--- src/rtl/frog_pkg.sv ---
// Shared constants for the frog button conditioner: button index map,
// default timing parameters and the request priority picker.
package frog_pkg;

   // Bit positions inside every 4-bit button vector ({left,right,down,up})
   localparam int unsigned BTN_UP    = 32'd0;
   localparam int unsigned BTN_DOWN  = 32'd1;
   localparam int unsigned BTN_RIGHT = 32'd2;
   localparam int unsigned BTN_LEFT  = 32'd3;

   // Default debounce window and auto-repeat period
   localparam int unsigned DEFAULT_DEBOUNCE_CYCLES = 32'd1_000_000;
   localparam int unsigned DEFAULT_REPEAT_FRAMES   = 32'd16;

   // Pick the single highest-priority pending bit: up > down > right > left
   function automatic logic [3:0] pick_req(input logic [3:0] pend);
      logic [3:0] res;
      res = 4'b0000;
      if (pend[BTN_UP])
         res[BTN_UP] = 1'b1;
      else if (pend[BTN_DOWN])
         res[BTN_DOWN] = 1'b1;
      else if (pend[BTN_RIGHT])
         res[BTN_RIGHT] = 1'b1;
      else if (pend[BTN_LEFT])
         res[BTN_LEFT] = 1'b1;
      else
         res = 4'b0000;
      return res;
   endfunction

endpackage

--- src/rtl/btn_debounce.sv ---
// Single-button conditioner: two-flop synchroniser, polarity normalisation,
// stability counter and a one-cycle pulse on each accepted press.
module btn_debounce #(
   parameter int unsigned DEBOUNCE_CYCLES = 32'd1_000_000,
   parameter int unsigned CNT_W           = 32'd20,
   parameter bit          RAW_ACTIVE_LOW  = 1'b1
) (
   input  logic i_clk,
   input  logic i_rst,
   input  logic i_raw,
   output logic o_stable,
   output logic o_rise
);

   // Pin level that means "not pressed"
   localparam logic RELEASED_LVL = RAW_ACTIVE_LOW;
   localparam logic [CNT_W-1:0] CNT_LAST = CNT_W'(DEBOUNCE_CYCLES - 32'd1);

   logic             r_sync1;
   logic             r_sync2;
   logic             w_synced;
   logic [CNT_W-1:0] r_cnt;
   logic             r_stable;
   logic             r_rise;

   // Two-flop synchroniser, resetting to the released pin level
   always_ff @(posedge i_clk) begin
      if (i_rst) begin
         r_sync1 <= RELEASED_LVL;
         r_sync2 <= RELEASED_LVL;
      end else begin
         r_sync1 <= i_raw;
         r_sync2 <= r_sync1;
      end
   end

   assign w_synced = RAW_ACTIVE_LOW ? ~r_sync2 : r_sync2;

   // Accept a new level only after it has held for the full debounce window
   always_ff @(posedge i_clk) begin
      if (i_rst) begin
         r_cnt    <= {CNT_W{1'b0}};
         r_stable <= 1'b0;
         r_rise   <= 1'b0;
      end else if (w_synced == r_stable) begin
         r_cnt  <= {CNT_W{1'b0}};
         r_rise <= 1'b0;
      end else if (r_cnt == CNT_LAST) begin
         r_stable <= w_synced;
         r_cnt    <= {CNT_W{1'b0}};
         r_rise   <= w_synced;
      end else begin
         r_cnt  <= r_cnt + {{(CNT_W-1){1'b0}}, 1'b1};
         r_rise <= 1'b0;
      end
   end

   assign o_stable = r_stable;
   assign o_rise   = r_rise;

endmodule

--- src/rtl/frog_btn_conditioner.sv ---
// Button conditioner for the frog movement block. Debounces four direction
// buttons and turns each press into one held, active-low hop request that is
// released when the frog samples it on an enabled animation strobe.
// Optional build macro AUTO_REPEAT_EN: re-issue a held button every
// REPEAT_FRAMES enabled strobes.
module frog_btn_conditioner
   import frog_pkg::*;
#(
   parameter int unsigned DEBOUNCE_CYCLES = DEFAULT_DEBOUNCE_CYCLES,
   parameter int unsigned CNT_W           = 32'd20,
   parameter bit          RAW_ACTIVE_LOW  = 1'b1,
   parameter int unsigned REPEAT_FRAMES   = DEFAULT_REPEAT_FRAMES
) (
   input  logic       i_clk,
   input  logic       i_rst,
   input  logic [3:0] i_btn_raw,
   input  logic       i_ani_stb,
   input  logic       i_animate,
   input  logic       i_dead,
   output logic       o_up_btn,
   output logic       o_down_btn,
   output logic       o_right_btn,
   output logic       o_left_btn,
   output logic [3:0] o_btn_state
);

   logic [3:0] w_stable;
   logic [3:0] w_rise;
   logic [3:0] w_rep_hit;
   logic [3:0] w_set;
   logic       w_frame;
   logic       w_sample;
   logic [3:0] r_pending;
   logic [3:0] r_req;

   genvar g;
   generate
      for (g = 0; g < 4; g++) begin : g_btn
         btn_debounce #(
            .DEBOUNCE_CYCLES (DEBOUNCE_CYCLES),
            .CNT_W           (CNT_W),
            .RAW_ACTIVE_LOW  (RAW_ACTIVE_LOW)
         ) u_deb (
            .i_clk    (i_clk),
            .i_rst    (i_rst),
            .i_raw    (i_btn_raw[g]),
            .o_stable (w_stable[g]),
            .o_rise   (w_rise[g])
         );
      end
   endgenerate

   assign w_frame  = i_ani_stb & i_animate;
   assign w_sample = (r_req != 4'b0000) & w_frame;

`ifdef AUTO_REPEAT_EN
   localparam int unsigned REP_W = $clog2(REPEAT_FRAMES + 32'd1);
   localparam logic [REP_W-1:0] REP_LAST = REP_W'(REPEAT_FRAMES - 32'd1);

   logic [REP_W-1:0] r_rep_cnt [4];

   // Count enabled frames while a button is held; wrap when the period is reached
   always_ff @(posedge i_clk) begin
      for (int i = 0; i < 4; i++) begin
         if (i_rst || i_dead || !w_stable[i]) begin
            r_rep_cnt[i] <= {REP_W{1'b0}};
         end else if (w_frame) begin
            if (r_rep_cnt[i] == REP_LAST)
               r_rep_cnt[i] <= {REP_W{1'b0}};
            else
               r_rep_cnt[i] <= r_rep_cnt[i] + {{(REP_W-1){1'b0}}, 1'b1};
         end else begin
            r_rep_cnt[i] <= r_rep_cnt[i];
         end
      end
   end

   // A repeat fires on the frame that completes the period
   always_comb begin
      w_rep_hit = 4'b0000;
      for (int i = 0; i < 4; i++) begin
         if (w_stable[i] && w_frame && (r_rep_cnt[i] == REP_LAST))
            w_rep_hit[i] = 1'b1;
         else
            w_rep_hit[i] = 1'b0;
      end
   end
`else
   assign w_rep_hit = 4'b0000;
`endif

   assign w_set = w_rise | w_rep_hit;

   // Pending/request arbitration; death clears everything and wins over issue/consume
   always_ff @(posedge i_clk) begin
      if (i_rst) begin
         r_pending <= 4'b0000;
         r_req     <= 4'b0000;
      end else if (i_dead) begin
         r_pending <= 4'b0000;
         r_req     <= 4'b0000;
      end else if ((r_req == 4'b0000) && (r_pending != 4'b0000)) begin
         // Losing simultaneous presses are dropped; only fresh edges survive
         r_req     <= pick_req(r_pending);
         r_pending <= w_set;
      end else if (w_sample) begin
         r_req     <= 4'b0000;
         r_pending <= r_pending | w_set;
      end else begin
         r_req     <= r_req;
         r_pending <= r_pending | w_set;
      end
   end

   assign o_up_btn    = ~r_req[BTN_UP];
   assign o_down_btn  = ~r_req[BTN_DOWN];
   assign o_right_btn = ~r_req[BTN_RIGHT];
   assign o_left_btn  = ~r_req[BTN_LEFT];
   assign o_btn_state = w_stable;

endmodule
--- config.mk ---
export PLATFORM = sky130hd
export DESIGN_NAME = frog_btn_conditioner
export DESIGN_NICKNAME = d
export VERILOG_FILES = /design/src/rtl/frog_pkg.sv /design/src/rtl/btn_debounce.sv /design/src/rtl/frog_btn_conditioner.sv
export SDC_FILE = /design/constraint.sdc
export NUM_CORES = 1
export LEC_CHECK = 0
export BUFFER_PORTS_ARGS = -buffer_cell sky130_fd_sc_hd__buf_2
export CORE_MARGIN = 8
export CORE_UTILIZATION = 45
export DETAILED_ROUTE_END_ITERATION = 10
export GPL_ROUTABILITY_DRIVEN = 0
export PLACE_DENSITY_LB_ADDON = 0.3
export SETUP_SLACK_MARGIN = 0.02
export SYNTH_ARGS = -nofsm -noshare
export SYNTH_HDL_FRONTEND = slang
export SYNTH_HIERARCHICAL = 1
export SYNTH_SLANG_ARGS = --single-unit
--- constraint.sdc ---
create_clock -name i_clk -period 2.35 [get_ports i_clk]
set_input_delay 0.47 -clock i_clk [delete_from_list [all_inputs] [get_ports i_clk]]
set_output_delay 0.47 -clock i_clk [all_outputs]
set_load 0.005 [all_outputs]
==> results of run 1 <==
## area by class of cell
| cell class | count | area, um^2 | share of cell area [%] |
|---|---|---|---|
| multi-input cells | 356 | 2340 | 46.8 |
| well taps | 136 | 170 | 3.41 |
| repair buffers | 22 | 125 | 2.51 |
| clock inverters | 3 | 42.5 | 0.852 |
| flip-flops and latches | 104 | 2080 | 41.7 |
| clock buffers | 11 | 151 | 3.03 |
| inverters | 22 | 82.6 | 1.65 |
## power breakdown
part	internal [mW]	total, mW	switching, mW
combinational	0.0188	0.0434	0.0246
clock	0.538	1.10	0.562
sequential	1.77	1.77	0.00554
total	2.33	2.92	0.592
## cell families after synthesis
family                     Yosys count  share of synthesized area, %
buffers and inverters               32                          4.46
adders and majority gates            4                          1.08
AOI/OAI and AO/OA                   47                          6.76
xor gates and xnor gates            62                          11.7
and+or+nand+nor                    242                          30.7
DFF                                104                          45.0
muxes                                1                         0.216
## synth_stat cells (3+ instances only)
| master | n | area (um^2) |
|---|---|---|
| a31o_2 | 3 | 26.3 |
| nor2_1 | 79 | 297 |
| o21ai_0 | 5 | 25.0 |
| nor4_4 | 3 | 63.8 |
| a21oi_1 | 21 | 105 |
| and4_1 | 5 | 43.8 |
| a21o_1 | 4 | 30.0 |
| buf_12 | 3 | 60.1 |
| nand2_1 | 26 | 97.6 |
| nand3_1 | 19 | 95.1 |
| inv_1 | 22 | 82.6 |
| nand4_1 | 20 | 125 |
| or3_1 | 8 | 50.1 |
| dfxtp_1 | 104 | 2080 |
| xor2_1 | 17 | 149 |
| nand4_4 | 3 | 63.8 |
| or4_1 | 4 | 30.0 |
| ha_1 | 4 | 50.1 |
| or4b_4 | 6 | 82.6 |
| nand2b_1 | 3 | 18.8 |
| or4bb_1 | 3 | 33.8 |
| nor3_1 | 16 | 80.1 |
| or2_2 | 10 | 62.6 |
| nor4_1 | 17 | 106 |
| o31ai_1 | 4 | 30.0 |
| buf_6 | 5 | 56.3 |
| and3_2 | 3 | 22.5 |
| a311oi_1 | 3 | 26.3 |
| nor4bb_1 | 3 | 30.0 |
| and3_1 | 3 | 18.8 |
| xnor2_1 | 45 | 394 |
| or4_4 | 3 | 33.8 |
| or4b_1 | 3 | 30.0 |
## registers in the layout, indices dropped and copies added (netlist names)
signal / cells
g_btn.u_deb/r_cnt: 80
g_btn.u_deb/o_rise: 4
g_btn.u_deb/o_stable: 4
g_btn.u_deb/r_sync1: 4
g_btn.u_deb/r_sync2: 4
r_pending: 4
r_req: 4
## worst paths after layout
kind	from	end	slack (ns)
worst max register to register	g_btn[3].u_deb/r_cnt[8]	g_btn[3].u_deb/r_cnt[3]	0.18
worst min register to register	g_btn[2].u_deb/r_sync1	g_btn[2].u_deb/r_sync2	0.41
worst max-delay path	g_btn[3].u_deb/r_cnt[8]	g_btn[3].u_deb/r_cnt[3]	0.18
worst min-delay path	i_btn_raw[3]	g_btn[3].u_deb/r_sync1	0.29
## layer usage
layer / up-vias / track usage (%)
met5: - / 0
met4: 0 / 6.57
met3: 9 / 2.21
met2: 32 / 19.8
met1: 1560 / 15.4
li1: 1776 / -
## per-stage QoR
stage	hold slack, ns	cell area (um^2)	cells	utilization (%)
floorplan	0.389	4630	492	-
detailed placement	0.396	4800	640	47.3
finish	0.295	4990	654	49.2
global placement	0.392	4800	640	47.3
global route	0.282	4990	654	49.2
CTS	0.273	4990	654	49.2
==> flow_summary.yaml, run 1 <==
cells_and_area:
  diodes: 0
  syn2layout_area_growth_pct: 7.90
  drive_above_1_share_pct: 13.5
  final_common_cell: "dfxtp_1"
  fin_nets: 528
  fill_cells: 941
  layout_common_cells: "dfxtp_1 (104), nor2_1 (79), xnor2_1 (45), nand2_1 (26), inv_1 (22)"
global_routing:
  antenna_found_initial: 0
  grt_pass1_vias: 3251
  grt_pass1_wl_um: 14600
  grtUsageTotal_pct: 12.3
  grt-ovfl-total: 0
  grt_max_degree: 20
sta:
  tns_ns: 0
  worstMarginPinSlew_ns: 0.504
  rsz0062_at_grt: "false"
  hold_viol: 0
  slew_viol_final: 0
  setup_violations: 0
  period_minus_slack_ns: 2.17
  skew_ns: 0.00712
  fmax_mhz: 462
  fin_crit_sh_pct: 92.2
  finalWorstSetupSlack_ns: 0.184
  relSlewSlack_pct: 66.3
synth:
  async_reset_ff_share_pct: 0
  syn_area_per_cell_um2: 9.40
  ys_warn_count: 6
  netlist_area_mm2: 0.00463
  synth_ff_type: "dfxtp_1"
  ys_seq_area_share_pct: 45.0
  ys_types: 46
  netlist_instances: 492
  synth_edf_count: 0
  synth_seq_cells: 104
  syn-num-nets: 505
cts:
  tritoncts: "done"
  cts.htree.levels: 3
  cts-root-buf: "clkbuf_8"
  cts.clk_slew.worst_paths_ns: 0.09
  cts-hold-fix-buffers: 0
  cts_resized: 0
  cts_inserted_buffers: 9
  postCtsSetupRepairBufs: 0
  clk_path_buf_depth: 2
  clock-sinks: 104
  clock_latency_ns: 0.36
detailed_routing:
  ant_nets: 0
  dr_wl_met3_um: 218
  num_vias: 3377
  dr_wl_met2_um: 3730
  wl_met1_um: 4020
  drtIter0Drc: 177
  drt-vias-per-instance: 5.16
  dr.pass1.iters: 4
  wl_per_cell_um: 12.4
  wl_um: 8130
  drcViolationCount: 0
  top_layer: "met4"
placement:
  portBuffers: 16
  hpwl_um: 5830
  pre_cts_ws_ns: 0.192
critical_path:
  cp-start-kind: "flop"
  worst-path-buf-inv: 0
  required_ns: 2.58
  cp_slowest_stage_delay_ns: 0.59
  arrival_ns: 2.39
  critical_path_class: "flop to flop"
  path_max_fanout: 19
  cp_slowest_cell: "or4_4"
  r2r_cells: 4
  path_cells: "or4b_1, or4_4, o21ai_4, nor2_1"
  path_delay_family: "simple AND/OR/NAND/NOR gates"
  worst-path-stages: 4
  end_kind: "flop"
die:
  coreArea_mm2: 0.0101
  die_y_um: 117
  io_pins: 17
  start_util_pct: 45.6
  dieArea_mm2: 0.0138
  rows: 37
  die_x_um: 117
min_path:
  hold_class: "input port to flop"
  worstHoldPathCells: 2
power_and_ir_drop:
  peakVddDrop_v: 0.000236
  power.leakage_nw: 1.52
  p_per_area_mw_per_mm2: 584
  total_power_mw: 2.92
run_status:
  outcome: "finished clean"
flow_run:
  maxCapViolCount: 0
(Power assumes the default switching activity.)
==> run 2: changes to the inputs <==
--- a/config.mk
+++ b/config.mk
@@ -10,2 +10,3 @@
 export CORE_UTILIZATION = 45
+export CTS_CLUSTER_SIZE = 12
 export DETAILED_ROUTE_END_ITERATION = 10
==> constraint.sdc (replaced) <==
create_clock -name i_clk -period 2.35 [get_ports i_clk]
set_input_delay 0.1175 -clock i_clk [delete_from_list [all_inputs] [get_ports i_clk]]
set_output_delay 0.1175 -clock i_clk [all_outputs]
set_load 0.005 [all_outputs]
==> run 2 against run 1 <==
  * Count of clock-buffer cells in the layout shrank 2
  * Clock skew grew 0.00085 ns
  * First-iteration DRC count shrank 27%
  * Core utilization grew 0.42 points
  * Power grew 0.86%
  * Combinational power grew 8.8%
==> flow_summary.yaml, run 2 (same netlist as run 1, synthesis figures left out) <==
cells_and_area:
  multiInputGateArea_mm2: 0.00234
  largest_reg_flops: 80
  fill_cells: 936
  final_common_cell: "dfxtp_1"
  utilization_pct: 49.6
  regMostFlops: "g_btn.u_deb/r_cnt"
  layout_common_cells: "dfxtp_1 (104), nor2_1 (79), xnor2_1 (45), nand2_1 (26), inv_1 (22)"
  syn2layout_area_growth_pct: 8.82
  fin_nets: 531
  seq_area_mm2: 0.00208
  diodes: 0
  drive_above_1_share_pct: 13.6
  stdcell_count: 659
die:
  die_x_um: 117
  start_util_pct: 45.6
  io_pins: 17
  rows: 37
  die_y_um: 117
  coreArea_mm2: 0.0101
  dieArea_mm2: 0.0138
critical_path:
  end_kind: "flop"
  cp_slowest_stage_delay_ns: 0.59
  worst-path-buf-inv: 0
  arrival_ns: 2.38
  path_max_fanout: 19
  cp-start-kind: "flop"
  critical_path_class: "flop to flop"
  path_cells: "or4b_1, or4_4, o21ai_4, nor2_1"
  required_ns: 2.59
  cp_slowest_cell: "or4_4"
  path_delay_family: "simple AND/OR/NAND/NOR gates"
sta:
  period_minus_slack_ns: 2.14
  fmax_mhz: 467
  rsz0062_at_grt: "false"
  skew_ns: 0.00797
  relSlewSlack_pct: 67.3
  slew_viol_final: 0
  setup_violations: 0
  hold_viol: 0
  worstMarginPinSlew_ns: 0.489
  tns_ns: 0
  fin_crit_sh_pct: 91.2
  finalWorstSetupSlack_ns: 0.208
placement:
  hpwl_um: 5910
  portBuffers: 16
  dp.cells: 639
  pre_cts_ws_ns: 0.209
global_routing:
  use_met1_pct: 14.4
  grt_pass1_wl_um: 14700
  grt-ovfl-total: 0
  antenna_found_initial: 0
  grt_pass1_vias: 3358
  grt_util_met3_pct: 2.88
  grt_max_degree: 22
  grtUsageTotal_pct: 12.3
  use_met2_pct: 20.9
  grt.busiest_layer: "met2"
run_status:
  outcome: "finished clean"
cts:
  cts.clk_slew.worst_paths_ns: 0.10
  clock-sinks: 104
  clk_path_buf_depth: 2
  tritoncts: "done"
  cts_inserted_buffers: 9
  cts.htree.levels: 3
  cts-root-buf: "clkbuf_8"
  cts_resized: 0
  clock_latency_ns: 0.36
min_path:
  hold_class: "input port to flop"
detailed_routing:
  drt-vias-per-instance: 5.19
  drtIter0Drc: 129
  wl_per_cell_um: 12.4
  drcViolationCount: 0
  ant_nets: 0
  dr.pass1.iters: 4
  wl_um: 8150
  num_vias: 3421
flow_run:
  maxCapViolCount: 0
power_and_ir_drop:
  peakVddDrop_v: 0.000316
  total_power_mw: 2.94
  power.leakage_nw: 1.53
  p_per_area_mw_per_mm2: 584
## run 2: cell types whose count changed in the layout (fill, tap and decap cells not counted), sizes merged
cell,previous run,this run
dlygate4sd3,0,4
clkbuf,11,9
clkinv,1,3
buf,22,21
clkinvlp,1,2
inv,22,23
## run 2: routing by layer
metal | up-vias | routed length (um)
li1 | 1793 | -
met5 | - | 0
met2 | 29 | 3900
met1 | 1591 | 3910
met3 | 8 | 208
met4 | 0 | 125
## run 2: power breakdown
part / internal [mW] / switching [mW]
registers: 1.77 / 0.00552
clock network: 0.501 / 0.619
logic: 0.0220 / 0.0252
## run 2: cell type report
| class | count | share of cell area (%) |
|---|---|---|
| clock buffer | 9 | 2.46 |
| clock inverter | 7 | 1.59 |
| inverter | 22 | 1.64 |
| multi-input combinational | 356 | 46.4 |
| sequential | 104 | 41.4 |
| tap | 136 | 3.38 |
| timing repair buffer | 25 | 3.13 |
## run 2: worst reg2reg max path, stage by stage, from the launching register on
cell and delay [ns]:
dfxtp_1 0.37, or4b_1 0.53, or4_4 0.59, o21ai_4 0.43, nor2_1 0.11
## run 2: through the flow
stage / cell area (um^2) / hold WS (ns)
6_report: 5030 / 0.152
5_1_grt: 5030 / 0.176
4_1_cts: 5030 / 0.132
3_5_place_dp: 4790 / 0.311
3_3_place_gp: 4790 / 0.306
2_1_floorplan: 4630 / 0.190
## run 2: path summary, 6_finish.rpt
check	startpoint	to	slack [ns]	cells after the start
worst min register to register	g_btn[2].u_deb/r_sync1	g_btn[2].u_deb/r_sync2	0.42	1
worst min-delay path	i_rst	g_btn[3].u_deb/o_stable	0.15	2
worst max register to register	g_btn[3].u_deb/r_cnt[8]	g_btn[3].u_deb/r_cnt[7]	0.21	4
worst max-delay path	g_btn[3].u_deb/r_cnt[8]	g_btn[3].u_deb/r_cnt[7]	0.21	4
## run 2: repair_timing
action | 4_1_cts | 5_1_grt
hold endpoints to repair | 4 | 0
hold buffers | 4 | 0
buffers inserted | 0 | 0
==> run 3: changes to the inputs <==
Settings changed: CELL_PAD_IN_SITES_DETAIL_PLACEMENT set to 0, CELL_PAD_IN_SITES_GLOBAL_PLACEMENT set to 1, CTS_CLUSTER_SIZE 12 to unset.
==> run 3 against run 2 <==
  * Die area stayed put
  * Sequential share of layout area hardly changed
  * Cell count is 0.30% higher
  * Largest cell class unchanged
  * Largest power group unchanged
==> flow_summary.yaml, run 3 (same netlist as run 1, synthesis figures left out) <==
run_status:
  outcome: "finished clean"
min_path:
  hold_class: "input port to flop"
  hold_start: "i_rst"
  hold_end: "g_btn[0].u_deb/o_stable"
  worstHoldPathCells: 2
sta:
  relSlewSlack_pct: 66.1
  setup_violations: 0
  fmax_mhz: 467
  slew_viol_final: 0
  hold_viol: 0
  skew_ns: 0.0121
  holdWs_ns: 0.149
  worstMarginPinSlew_ns: 0.504
  fin_crit_sh_pct: 91.2
  finalWorstSetupSlack_ns: 0.207
  period_minus_slack_ns: 2.14
  rsz0062_at_grt: "false"
  tns_ns: 0
cells_and_area:
  utilization_pct: 49.6
  drive_above_1_share_pct: 13.9
  layout_common_cells: "dfxtp_1 (104), nor2_1 (79), xnor2_1 (45), nand2_1 (26), inv_1 (22)"
  stdcell_count: 661
  syn2layout_area_growth_pct: 8.76
  regMostFlops: "g_btn.u_deb/r_cnt"
  postLayoutCellArea_mm2: 0.00503
  final_common_cell: "dfxtp_1"
  largest_reg_flops: 80
  fin_nets: 533
  diodes: 0
global_routing:
  grt-ovfl-total: 0
  grt_pass1_vias: 3215
  grtUsageTotal_pct: 12.6
  antenna_found_initial: 0
  grt_pass1_wl_um: 14900
  grt_max_degree: 22
detailed_routing:
  drt-vias-per-instance: 5.20
  wl_um: 8360
  dr.pass1.iters: 4
  drtIter0Drc: 114
  ant_nets: 0
  wl_per_cell_um: 12.6
  num_vias: 3440
  drcViolationCount: 0
die:
  rows: 37
  die_x_um: 117
  start_util_pct: 45.6
  die_y_um: 117
  dieArea_mm2: 0.0138
  io_pins: 17
  coreArea_mm2: 0.0101
critical_path:
  cp-start-kind: "flop"
  critical_path_class: "flop to flop"
  r2r_cells: 4
  required_ns: 2.59
  reg2reg_to: "g_btn[3].u_deb/r_cnt[11]"
  arrival_ns: 2.38
  r2r-start: "g_btn[3].u_deb/r_cnt[8]"
  path_max_fanout: 19
  r2r_slack_ns: 0.21
  end_kind: "flop"
power_and_ir_drop:
  total_power_mw: 2.88
  p_per_area_mw_per_mm2: 573
  power.leakage_nw: 1.54
  peakVddDrop_v: 0.000330
cts:
  cts.clk_slew.worst_paths_ns: 0.11
  tritoncts: "done"
  cts_inserted_buffers: 9
  clk_path_buf_depth: 2
  clock-sinks: 104
  clock_latency_ns: 0.37
  cts_resized: 0
  cts.htree.levels: 3
  cts-root-buf: "clkbuf_8"
placement:
  hpwl_um: 5870
  pre_cts_ws_ns: 0.212
  place_area_mm2: 0.00480
  portBuffers: 16
  dp.cells: 641
flow_run:
  maxCapViolCount: 0
-- run 3: changes by cell type in the layout (fill, tap and decap cells not counted) --
cell / previous run / this run
clkbuf_8: 9 / 10
clkinvlp_4: 2 / 0
buf_4: 5 / 7
clkinv_2: 0 / 1
inv_6: 1 / 3
clkinv_4: 3 / 2
bufinv_16: 1 / 0
-- run 3: how the worst max path moves through the flow --
stage / start / to / slack [ns] / cells past startpoint
2_1_floorplan: g_btn[3].u_deb/r_cnt[8] / g_btn[3].u_deb/r_cnt[11] / 0.40 / 5
3_3_place_gp: g_btn[3].u_deb/r_cnt[8] / g_btn[3].u_deb/r_cnt[3] / 0.27 / 4
3_5_place_dp: g_btn[3].u_deb/r_cnt[8] / g_btn[3].u_deb/r_cnt[11] / 0.21 / 4
4_1_cts: g_btn[3].u_deb/r_cnt[8] / g_btn[3].u_deb/r_cnt[11] / 0.19 / 4
5_1_grt: g_btn[3].u_deb/r_cnt[8] / g_btn[3].u_deb/r_cnt[11] / 0.07 / 4
6_report: g_btn[3].u_deb/r_cnt[8] / g_btn[3].u_deb/r_cnt[11] / 0.21 / 4
-- run 3: area by class of cell --
type / count / area (um^2)
Clock buffer: 10 / 138
Clock inverter: 6 / 48.8
Fill cell: 950 / 5110
Inverter: 22 / 82.6
Multi-Input combinational cell: 356 / 2340
Sequential cell: 104 / 2080
Tap cell: 136 / 170
Timing Repair Buffer: 27 / 173
-- run 3: worst max-delay path, cell delays in order (launching register included) --
cell and delay, ns:
dfxtp_1 0.38, or4b_1 0.51, or4_4 0.59, o21ai_4 0.43
nor2_1 0.10
-- run 3: timing repair --
item | 4_1_cts | 5_1_grt
endpoints found under the hold margin | 4 | 0
hold buffers | 4 | 0
setup buffers | 0 | 0
-- run 3: metal layers --
layer	wire, um	up-vias	GRT usage, %
met1	4240	1592	16.4
met4	149	0	6.08
met5	0	-	0
met3	246	10	2.49
met2	3730	43	19.7
li1	-	1795	-
-- run 3: report_power, final --
| group | internal [mW] | leakage, nW | switching, mW |
|---|---|---|---|
| registers | 1.77 | 0.840 | 0.00550 |
| clock network | 0.428 | 0.0976 | 0.632 |
| logic | 0.0219 | 0.602 | 0.0249 |
| total | 2.22 | 1.54 | 0.663 |
